==> src/rtl/ibex_dmem_pkg.sv <==
`default_nettype none
// ============================================================================
// Module      : ibex_dmem_pkg
// Description : Shared types and helpers for the LSU-to-SRAM data adapter.
// Revision    : 1.0 - initial release
// ============================================================================
package ibex_dmem_pkg;

    // Entry age register width. The stored age counts the cycles an entry
    // has been visible in the queue, so it only has to reach RespLatency (<= 7).
    localparam int unsigned AgeW = 3;

    // Widest data path supported (32-bit data plus 7 integrity bits).
    localparam int unsigned MaxDataWidth = 39;

    // One in-flight response. The stored age of 0 corresponds to the cycle
    // right after the grant, so "age >= RespLatency" on the stored value
    // gives the response timing T+1+RespLatency.
    typedef struct packed {
        logic                    we;
        logic                    err;
        logic [MaxDataWidth-1:0] rdata;
        logic [AgeW-1:0]         age;
    } resp_entry_t;

    // Window check with unsigned 32-bit wrap, so addresses below the base
    // land far above the window and are rejected.
    function automatic logic addr_in_range(input logic [31:0] addr,
                                           input logic [31:0] base,
                                           input logic [31:0] size);
        logic [31:0] off;
        off = addr - base;
        return (off < size);
    endfunction

endpackage
`default_nettype wire

==> src/rtl/ibex_dmem_resp_queue.sv <==
`default_nettype none
// ============================================================================
// Module      : ibex_dmem_resp_queue
// Description : In-order response buffer. Entries are allocated at grant,
//               receive SRAM read data by index one cycle later, and leave
//               from the head once old enough.
// Revision    : 1.0 - initial release
// ============================================================================
module ibex_dmem_resp_queue
    import ibex_dmem_pkg::*;
#(
    parameter int unsigned Depth       = 2,
    parameter int unsigned DataWidth   = 32,
    parameter int unsigned RespLatency = 0,
    localparam int unsigned PtrW = (Depth > 1) ? $clog2(Depth) : 1,
    localparam int unsigned CntW = $clog2(Depth + 1)
) (
    input  logic                 clk_i,
    input  logic                 rst_ni,
    input  logic                 alloc_i,
    input  logic                 alloc_we_i,
    input  logic                 alloc_err_i,
    output logic [PtrW-1:0]      alloc_idx_o,
    input  logic                 cap_i,
    input  logic [PtrW-1:0]      cap_idx_i,
    input  logic [DataWidth-1:0] cap_data_i,
    output logic                 pop_o,
    output logic [PtrW-1:0]      head_idx_o,
    output logic                 head_we_o,
    output logic                 head_err_o,
    output logic [DataWidth-1:0] head_rdata_o,
    output logic [CntW-1:0]      count_o
);

    resp_entry_t          entries_q [Depth];
    resp_entry_t          head_entry;
    logic [PtrW-1:0]      head_q, head_d;
    logic [PtrW-1:0]      tail_q, tail_d;
    logic [CntW-1:0]      count_q, count_d;

    // Pointers wrap modulo Depth, which need not be a power of two.
    function automatic logic [PtrW-1:0] ptr_inc(input logic [PtrW-1:0] p);
        if (p == PtrW'(Depth - 1)) begin
            return '0;
        end
        return p + PtrW'(1);
    endfunction

    assign head_entry   = entries_q[head_q];
    assign pop_o        = (count_q != '0) && (head_entry.age >= AgeW'(RespLatency));
    assign head_idx_o   = head_q;
    assign head_we_o    = head_entry.we;
    assign head_err_o   = head_entry.err;
    assign head_rdata_o = head_entry.rdata[DataWidth-1:0];
    assign alloc_idx_o  = tail_q;
    assign count_o      = count_q;

    // Storage is sized for the widest data path; the top bits stay zero.
    if (DataWidth < MaxDataWidth) begin : g_rdata_pad
        logic unused_rdata_hi;
        assign unused_rdata_hi = ^head_entry.rdata[MaxDataWidth-1:DataWidth];
    end

    // Next-state for pointers and occupancy.
    always_comb begin
        head_d  = head_q;
        tail_d  = tail_q;
        count_d = count_q + CntW'(alloc_i) - CntW'(pop_o);
        if (pop_o) begin
            head_d = ptr_inc(head_q);
        end
        if (alloc_i) begin
            tail_d = ptr_inc(tail_q);
        end
    end

    // Pointer and count registers.
    always_ff @(posedge clk_i or negedge rst_ni) begin
        if (!rst_ni) begin
            head_q  <= '0;
            tail_q  <= '0;
            count_q <= '0;
        end else begin
            head_q  <= head_d;
            tail_q  <= tail_d;
            count_q <= count_d;
        end
    end

    // Entry storage: ageing, read-data capture and allocation. Capture and
    // allocation never target the same slot because the capture slot was
    // allocated one cycle earlier and is still occupied or being popped.
    always_ff @(posedge clk_i or negedge rst_ni) begin
        if (!rst_ni) begin
            for (int i = 0; i < Depth; i++) begin
                entries_q[i] <= '0;
            end
        end else begin
            for (int i = 0; i < Depth; i++) begin
                if (entries_q[i].age < AgeW'(RespLatency)) begin
                    entries_q[i].age <= entries_q[i].age + AgeW'(1);
                end
            end
            if (cap_i) begin
                entries_q[cap_idx_i].rdata <= MaxDataWidth'(cap_data_i);
            end
            if (alloc_i) begin
                entries_q[tail_q] <= '{we: alloc_we_i, err: alloc_err_i,
                                       rdata: '0, age: '0};
            end
        end
    end

    a_no_pop_when_empty: assert property (@(posedge clk_i) disable iff (!rst_ni)
        !(pop_o && (count_q == '0)));

    a_no_alloc_when_full: assert property (@(posedge clk_i) disable iff (!rst_ni)
        !(alloc_i && !pop_o && (count_q == CntW'(Depth))));

endmodule
`default_nettype wire

==> src/rtl/ibex_dmem_sram_adapter.sv <==
`default_nettype none
// ============================================================================
// Module      : ibex_dmem_sram_adapter
// Description : LSU data-bus slave driving a single-port synchronous SRAM.
//               Decodes the window, grants while queue space exists, drives
//               the SRAM in the grant cycle and returns in-order responses.
// Revision    : 1.0 - initial release
// ============================================================================
module ibex_dmem_sram_adapter
    import ibex_dmem_pkg::*;
#(
    parameter logic [31:0] BaseAddr       = 32'h0010_0000,
    parameter int unsigned MemSize        = 65536,
    parameter int unsigned RespLatency    = 0,
    parameter int unsigned MaxOutstanding = 2,
    parameter int unsigned DataWidth      = 32,
    localparam int unsigned MemAw = $clog2(MemSize) - 2
) (
    input  logic                 clk_i,
    input  logic                 rst_ni,
    input  logic                 data_req_i,
    output logic                 data_gnt_o,
    output logic                 data_rvalid_o,
    output logic                 data_bus_err_o,
    input  logic [31:0]          data_addr_i,
    input  logic                 data_we_i,
    input  logic [3:0]           data_be_i,
    input  logic [DataWidth-1:0] data_wdata_i,
    output logic [DataWidth-1:0] data_rdata_o,
    output logic                 mem_req_o,
    output logic                 mem_we_o,
    output logic [MemAw-1:0]     mem_addr_o,
    output logic [3:0]           mem_be_o,
    output logic [DataWidth-1:0] mem_wdata_o,
    input  logic [DataWidth-1:0] mem_rdata_i
);

    localparam int unsigned PtrW = (MaxOutstanding > 1) ? $clog2(MaxOutstanding) : 1;
    localparam int unsigned CntW = $clog2(MaxOutstanding + 1);

    logic [31:0]          addr_off;
    logic                 in_range;
    logic                 err_req;
    logic                 room;
    logic                 pop;
    logic [CntW-1:0]      count;
    logic [PtrW-1:0]      alloc_idx;
    logic [PtrW-1:0]      head_idx;
    logic                 head_we;
    logic                 head_err;
    logic [DataWidth-1:0] head_rdata;
    logic                 cap_valid_q, cap_valid_d;
    logic [PtrW-1:0]      cap_idx_q, cap_idx_d;
    logic                 cap_bypass;

    // ---------------- decode ----------------
    assign addr_off = data_addr_i - BaseAddr;
    assign in_range = addr_in_range(data_addr_i, BaseAddr, 32'(MemSize));
    assign err_req  = !in_range | (data_addr_i[1:0] != 2'b00);

    // Only the word-index bits of the offset address the SRAM.
    logic unused_off_bits;
    assign unused_off_bits = ^{addr_off[31:MemAw+2], addr_off[1:0]};

    // ---------------- grant ----------------
    // count never exceeds MaxOutstanding, so "count - pop < Max" reduces to
    // "not full, or the head leaves this cycle". pop never looks at req.
    assign room       = (count < CntW'(MaxOutstanding)) | pop;
    assign data_gnt_o = rst_ni & data_req_i & room;

    // ---------------- SRAM drive ----------------
    assign mem_req_o   = data_gnt_o & !err_req;
    assign mem_we_o    = data_we_i;
    assign mem_addr_o  = addr_off[MemAw+1:2];
    assign mem_be_o    = data_be_i;
    assign mem_wdata_o = data_wdata_i;

    // The SRAM answers one cycle after a read strobe; remember which entry
    // that data belongs to.
    assign cap_valid_d = mem_req_o & !data_we_i;
    assign cap_idx_d   = alloc_idx;

    // Capture-target register.
    always_ff @(posedge clk_i or negedge rst_ni) begin
        if (!rst_ni) begin
            cap_valid_q <= 1'b0;
            cap_idx_q   <= '0;
        end else begin
            cap_valid_q <= cap_valid_d;
            cap_idx_q   <= cap_idx_d;
        end
    end

    ibex_dmem_resp_queue #(
        .Depth       (MaxOutstanding),
        .DataWidth   (DataWidth),
        .RespLatency (RespLatency)
    ) u_resp_queue (
        .clk_i        (clk_i),
        .rst_ni       (rst_ni),
        .alloc_i      (data_gnt_o),
        .alloc_we_i   (data_we_i),
        .alloc_err_i  (err_req),
        .alloc_idx_o  (alloc_idx),
        .cap_i        (cap_valid_q),
        .cap_idx_i    (cap_idx_q),
        .cap_data_i   (mem_rdata_i),
        .pop_o        (pop),
        .head_idx_o   (head_idx),
        .head_we_o    (head_we),
        .head_err_o   (head_err),
        .head_rdata_o (head_rdata),
        .count_o      (count)
    );

    // ---------------- response ----------------
    // When the head is being captured in its pop cycle the stored copy is
    // not yet written, so forward the SRAM output directly.
    assign cap_bypass = cap_valid_q && (cap_idx_q == head_idx);

    // Response data mux: only error-free reads return data.
    always_comb begin
        data_rdata_o = '0;
        if (pop && !head_we && !head_err) begin
            data_rdata_o = cap_bypass ? mem_rdata_i : head_rdata;
        end
    end

    assign data_rvalid_o  = pop;
    assign data_bus_err_o = pop & head_err;

    a_gnt_needs_req: assert property (@(posedge clk_i) disable iff (!rst_ni)
        !(data_gnt_o && !data_req_i));

endmodule
`default_nettype wire

==> config.mk <==
export PLATFORM = sky130hd
export DESIGN_NAME = ibex_dmem_sram_adapter
export DESIGN_NICKNAME = d
export VERILOG_FILES = /design/src/rtl/ibex_dmem_pkg.sv /design/src/rtl/ibex_dmem_resp_queue.sv /design/src/rtl/ibex_dmem_sram_adapter.sv
export SDC_FILE = /design/constraint.sdc
export NUM_CORES = 1
export LEC_CHECK = 0
export CORE_UTILIZATION = 44
export DETAILED_ROUTE_END_ITERATION = 8
export GPL_ROUTABILITY_DRIVEN = 0
export PLACE_DENSITY = 0.81
export SETUP_SLACK_MARGIN = 0.3
export SYNTH_ARGS = -nofsm -noshare
export SYNTH_HDL_FRONTEND = slang
export SYNTH_SLANG_ARGS = --single-unit
==> constraint.sdc <==
create_clock -name clk_i -period 1.8 [get_ports clk_i]
set_input_delay 0.18 -clock clk_i [delete_from_list [all_inputs] [get_ports clk_i]]
set_output_delay 0.18 -clock clk_i [all_outputs]
set_load 0.01 [all_outputs]
==> summary.md <==
| Metric | Value |
|---|---|
| Post-synth top cells | 131 x nand2_1, 74 x dfrtp_1, 64 x a21oi_1 |
| Initial Util | 0.455 |
| Core ar. | 10,400 um^2 |
| Routed Antenna Nets | 0 |
| Synth Cell Area | 4710 um^2 |
| Die Span Y | 106 um |
| CP Data Required Time | 1.62 ns |
| WP depth | 7 |
| Fin cells | 738 |
| Area Growth Syn to Fin | 40.0% |
| Gr usage total | 0.229 |
| Crit path max-delay family | buffers and inverters |
| First drt pass iteration count | 4 |
| ANT cells | 0 |
| Max Slew Vio Count | 0 |
| CTS tree | yes |
| Synth area leader | dfrtp_1 |
| Clock sink count | 74 |
| Share of cells above drive strength 1 | 0.352 |
| Final hold vios | 0 |
| Worst EP arrival | 1.89 ns |
| Number of distinct library cells after synthesis | 29 |
| CTS Buf Count | 9 |
| H-Tree Level Count | 3 |
| EDFF count, synth | 0 |
| Setup TNS | -8.18 ns |
| Failing checks | setup timing |
| Leak pwr | 2.56 nW |
| Crit path max-delay cell type | dfrtp_4 |
| Crit path buf inv count | 4 |
| Placed Area | 5580 um^2 |
| FF/Latch Area | 1860 um^2 |
| Grt ovf | 0 |
| Util after Layout | 0.636 |
| CP max FO | 7 |
| DP Cell Count | 703 |
| Warnings, synthesis | 0 |
| WL/cell | 19.3 um |
| Synth Net Count | 635 |
| Largest net degree at the start of global routing | 69 |
| Synth area leaders | dfrtp_1 39%, nand2_1 10%, a221oi_2 9.6% |
| Gate count of the mapped netlist | 530 |
| Worst-case clock buffer depth | 2 |
| Slowest stage delay, CP | 0.52 ns |
| Hold crit path type | in -> async |
| Max cap viols | 0 |
| Fmax | 483 MHz |
| Avg Inst Size Synth | 8.90 um^2 |
| Setup WS post-layout | -0.272 ns |
| Initial antenna violation count | 0 |
| Critical Path End Type | output pin |
| DP HPWL | 8200 um |
| Top_reg_cell synth | dfrtp_1 |
| Clock Tree Root | clkbuf_8 |
| Via Count | 4,244 |
| First-pass GRT wire length | 20,000 um |
| RSZ-0062 raised after global routing | true |
| IO Pins | 191 |
| Tmin final | 2.07 ns |
| Vias in the first global route | 3,976 |
| Count leader, synth | nand2_1 |
| Setup crit end | data_rdata_o[12] |
| Startpoint Class | flip-flop |
| Setup Viol. Count Final | 33 |
| Routed WL | 14,300 um |
| Worst reg2reg path depth | 5 |
| Reg-to-reg endpoint | u_resp_queue.entries_q[58]$_DFF_PN0_ |
| Fill cells | 790 |
| Fin nets | 703 |
| Yosys reg bits | 74 |
| Synth async-reset ratio | 1.00 |
| Routed vias/inst | 5.75 |
| Share of the synthesized area in the top cell type | 0.393 |
| Sequential element share of the synthesized area | 0.393 |
| DRC | 0 |
| Chip Width | 106 um |
| Worst slew pin tran | 0.896 ns |
| Critical path class | reg -> out |
| Buffers on Ports | 90 |
| Power Density | 965 nW/um^2 |
| Worst skew pair latency | 0.35 ns |
| Worst IR Drop VDD | 0.657 mV |
| CP Launch Point | u_resp_queue.head_idx_o$_DFFE_PN0P_ |
| WHS | 0.141 ns |
| Number of cell rows | 37 |
| Rel. slew slack | 0.402 |
| Final instance area | 6600 um^2 |
| Starting DRT DRC Count | 253 |
| Reg2Reg Setup Slack | 0.29 ns |
| Reg clk slew, reported paths | 0.08 ns |
| Die Footprint | 11,100 um^2 |
| Area of the multi-input gates | 2860 um^2 |
| Worst Skew | 0.0122 ns |
| Outcome | finished with violations |
| Worst-path cell chain | nor3b_2 -> buf_4 -> o22ai_4 -> buf_12 -> buf_8 -> nor3_4 -> buf_2 |
| Fin crit share | 1.15 |
| Reg2reg start | cap_idx_q$_DFF_PN0_ |
stage by stage:
step,power [W],worst slack [ns]
after floorplan,0.00325,0.326
after global placement,0.00374,-0.258
after detailed placement,0.00380,-0.312
after CTS,0.00548,-0.336
after global routing,0.00657,-0.369
final,0.00637,-0.272
cell families (layout without fill, tap and decap cells):
logic type	count (synthesis)	in the layout	synth area share
flip-flops	74	74	0.393
AND/OR/NAND/NOR	248	248	0.273
XOR/XNOR	5	5	0.0125
buffers and inverters	100	172	0.141
AO/OA/AOI/OAI	99	99	0.171
multiplexers	3	3	0.00690
adder cells (fa/ha/maj)	1	1	0.00265
report_power, final:
group | internal [W] | switching (W) | leakage, nW | total (W)
Clock | 0.000771 | 0.000623 | 0.0984 | 0.00139
Combinational | 0.00127 | 0.00183 | 1.45 | 0.00310
Sequential | 0.00175 | 0.000133 | 1.01 | 0.00188
worst register-to-register path, delay by kind of cell (launching register included):
kind            cells  cell delay (ns)
simple gates        2             0.32
compound gates      1             0.19
buf+inv             2             0.47
flops               1             0.46
layout make-up:
class                   count  share of cell area
multi-input cells         356               0.434
flip-flops and latches     74               0.282
repair buffers            154               0.226
well taps                 136              0.0258
clock buffers              10              0.0193
clock inverters             5              0.0121
inverters                   3             0.00171
registers in the layout, indices dropped and copies added, names as in the netlist:
| name | count |
|---|---|
| u_resp_queue.alloc_idx_o | 1 |
| cap_valid_q | 1 |
| u_resp_queue.entries_q | 68 |
| u_resp_queue.count_o | 2 |
| cap_idx_q | 1 |
| u_resp_queue.head_idx_o | 1 |
routing by layer:
layer | GRT usage | vias to the layer above | part of all wire
li1 | - | 1903 | -
met1 | 0.283 | 2118 | 0.38
met3 | 0.0458 | 36 | 0.063
met2 | 0.393 | 187 | 0.53
met5 | 0 | - | 0
met4 | 0.0873 | 0 | 0.026
worst min path at each step:
stage | start | endpoint
CTS | rst_ni | u_resp_queue.entries_q[33]$_DFF_PN0_
finish | rst_ni | u_resp_queue.entries_q[56]$_DFF_PN0_
global route | rst_ni | u_resp_queue.entries_q[72]$_DFF_PN0_
detailed placement | rst_ni | u_resp_queue.count_o[1]$_DFF_PN0_
floorplan | rst_ni | cap_idx_q$_DFF_PN0_
global placement | rst_ni | u_resp_queue.count_o[1]$_DFF_PN0_
repair_timing:
item	CTS	global route
setup endpoints to repair	36	70
resized for setup	148	111
buffers inserted	9	3
pin swaps	8	43
hold buffers	1	0
endpoints found under the hold margin	6	0
gates cloned	0	7
cell usage in the layout (no fill, tap or decap), types with 2 or more instances in the layout:
| master | count |
|---|---|
| nand2_1 | 131 |
| dfrtp_1 | 70 |
| a21oi_1 | 64 |
| clkdlybuf4s50_1 | 44 |
| buf_4 | 39 |
| buf_2 | 33 |
| nor3_4 | 30 |
| a221oi_4 | 30 |
| nor3_1 | 29 |
| nor2b_2 | 18 |
| nor2b_1 | 15 |
| clkbuf_8 | 9 |
| buf_12 | 9 |
| buf_6 | 7 |
| dlymetal6s2s_1 | 7 |
| nor3_2 | 6 |
| nor2_1 | 5 |
| clkbuf_16 | 5 |
| inv_1 | 3 |
| and3_1 | 3 |
| xnor2_1 | 3 |
| nor4_1 | 3 |
| dfrtp_2 | 3 |
| buf_8 | 3 |
| dlygate4sd2_1 | 3 |
| a221oi_2 | 2 |
| and4b_1 | 2 |
| a31oi_1 | 2 |
| mux2_2 | 2 |
| bufinv_16 | 2 |
| clkinvlp_4 | 2 |
| clkbuf_2 | 2 |
Note: power is estimated with default switching activity, not from simulation.
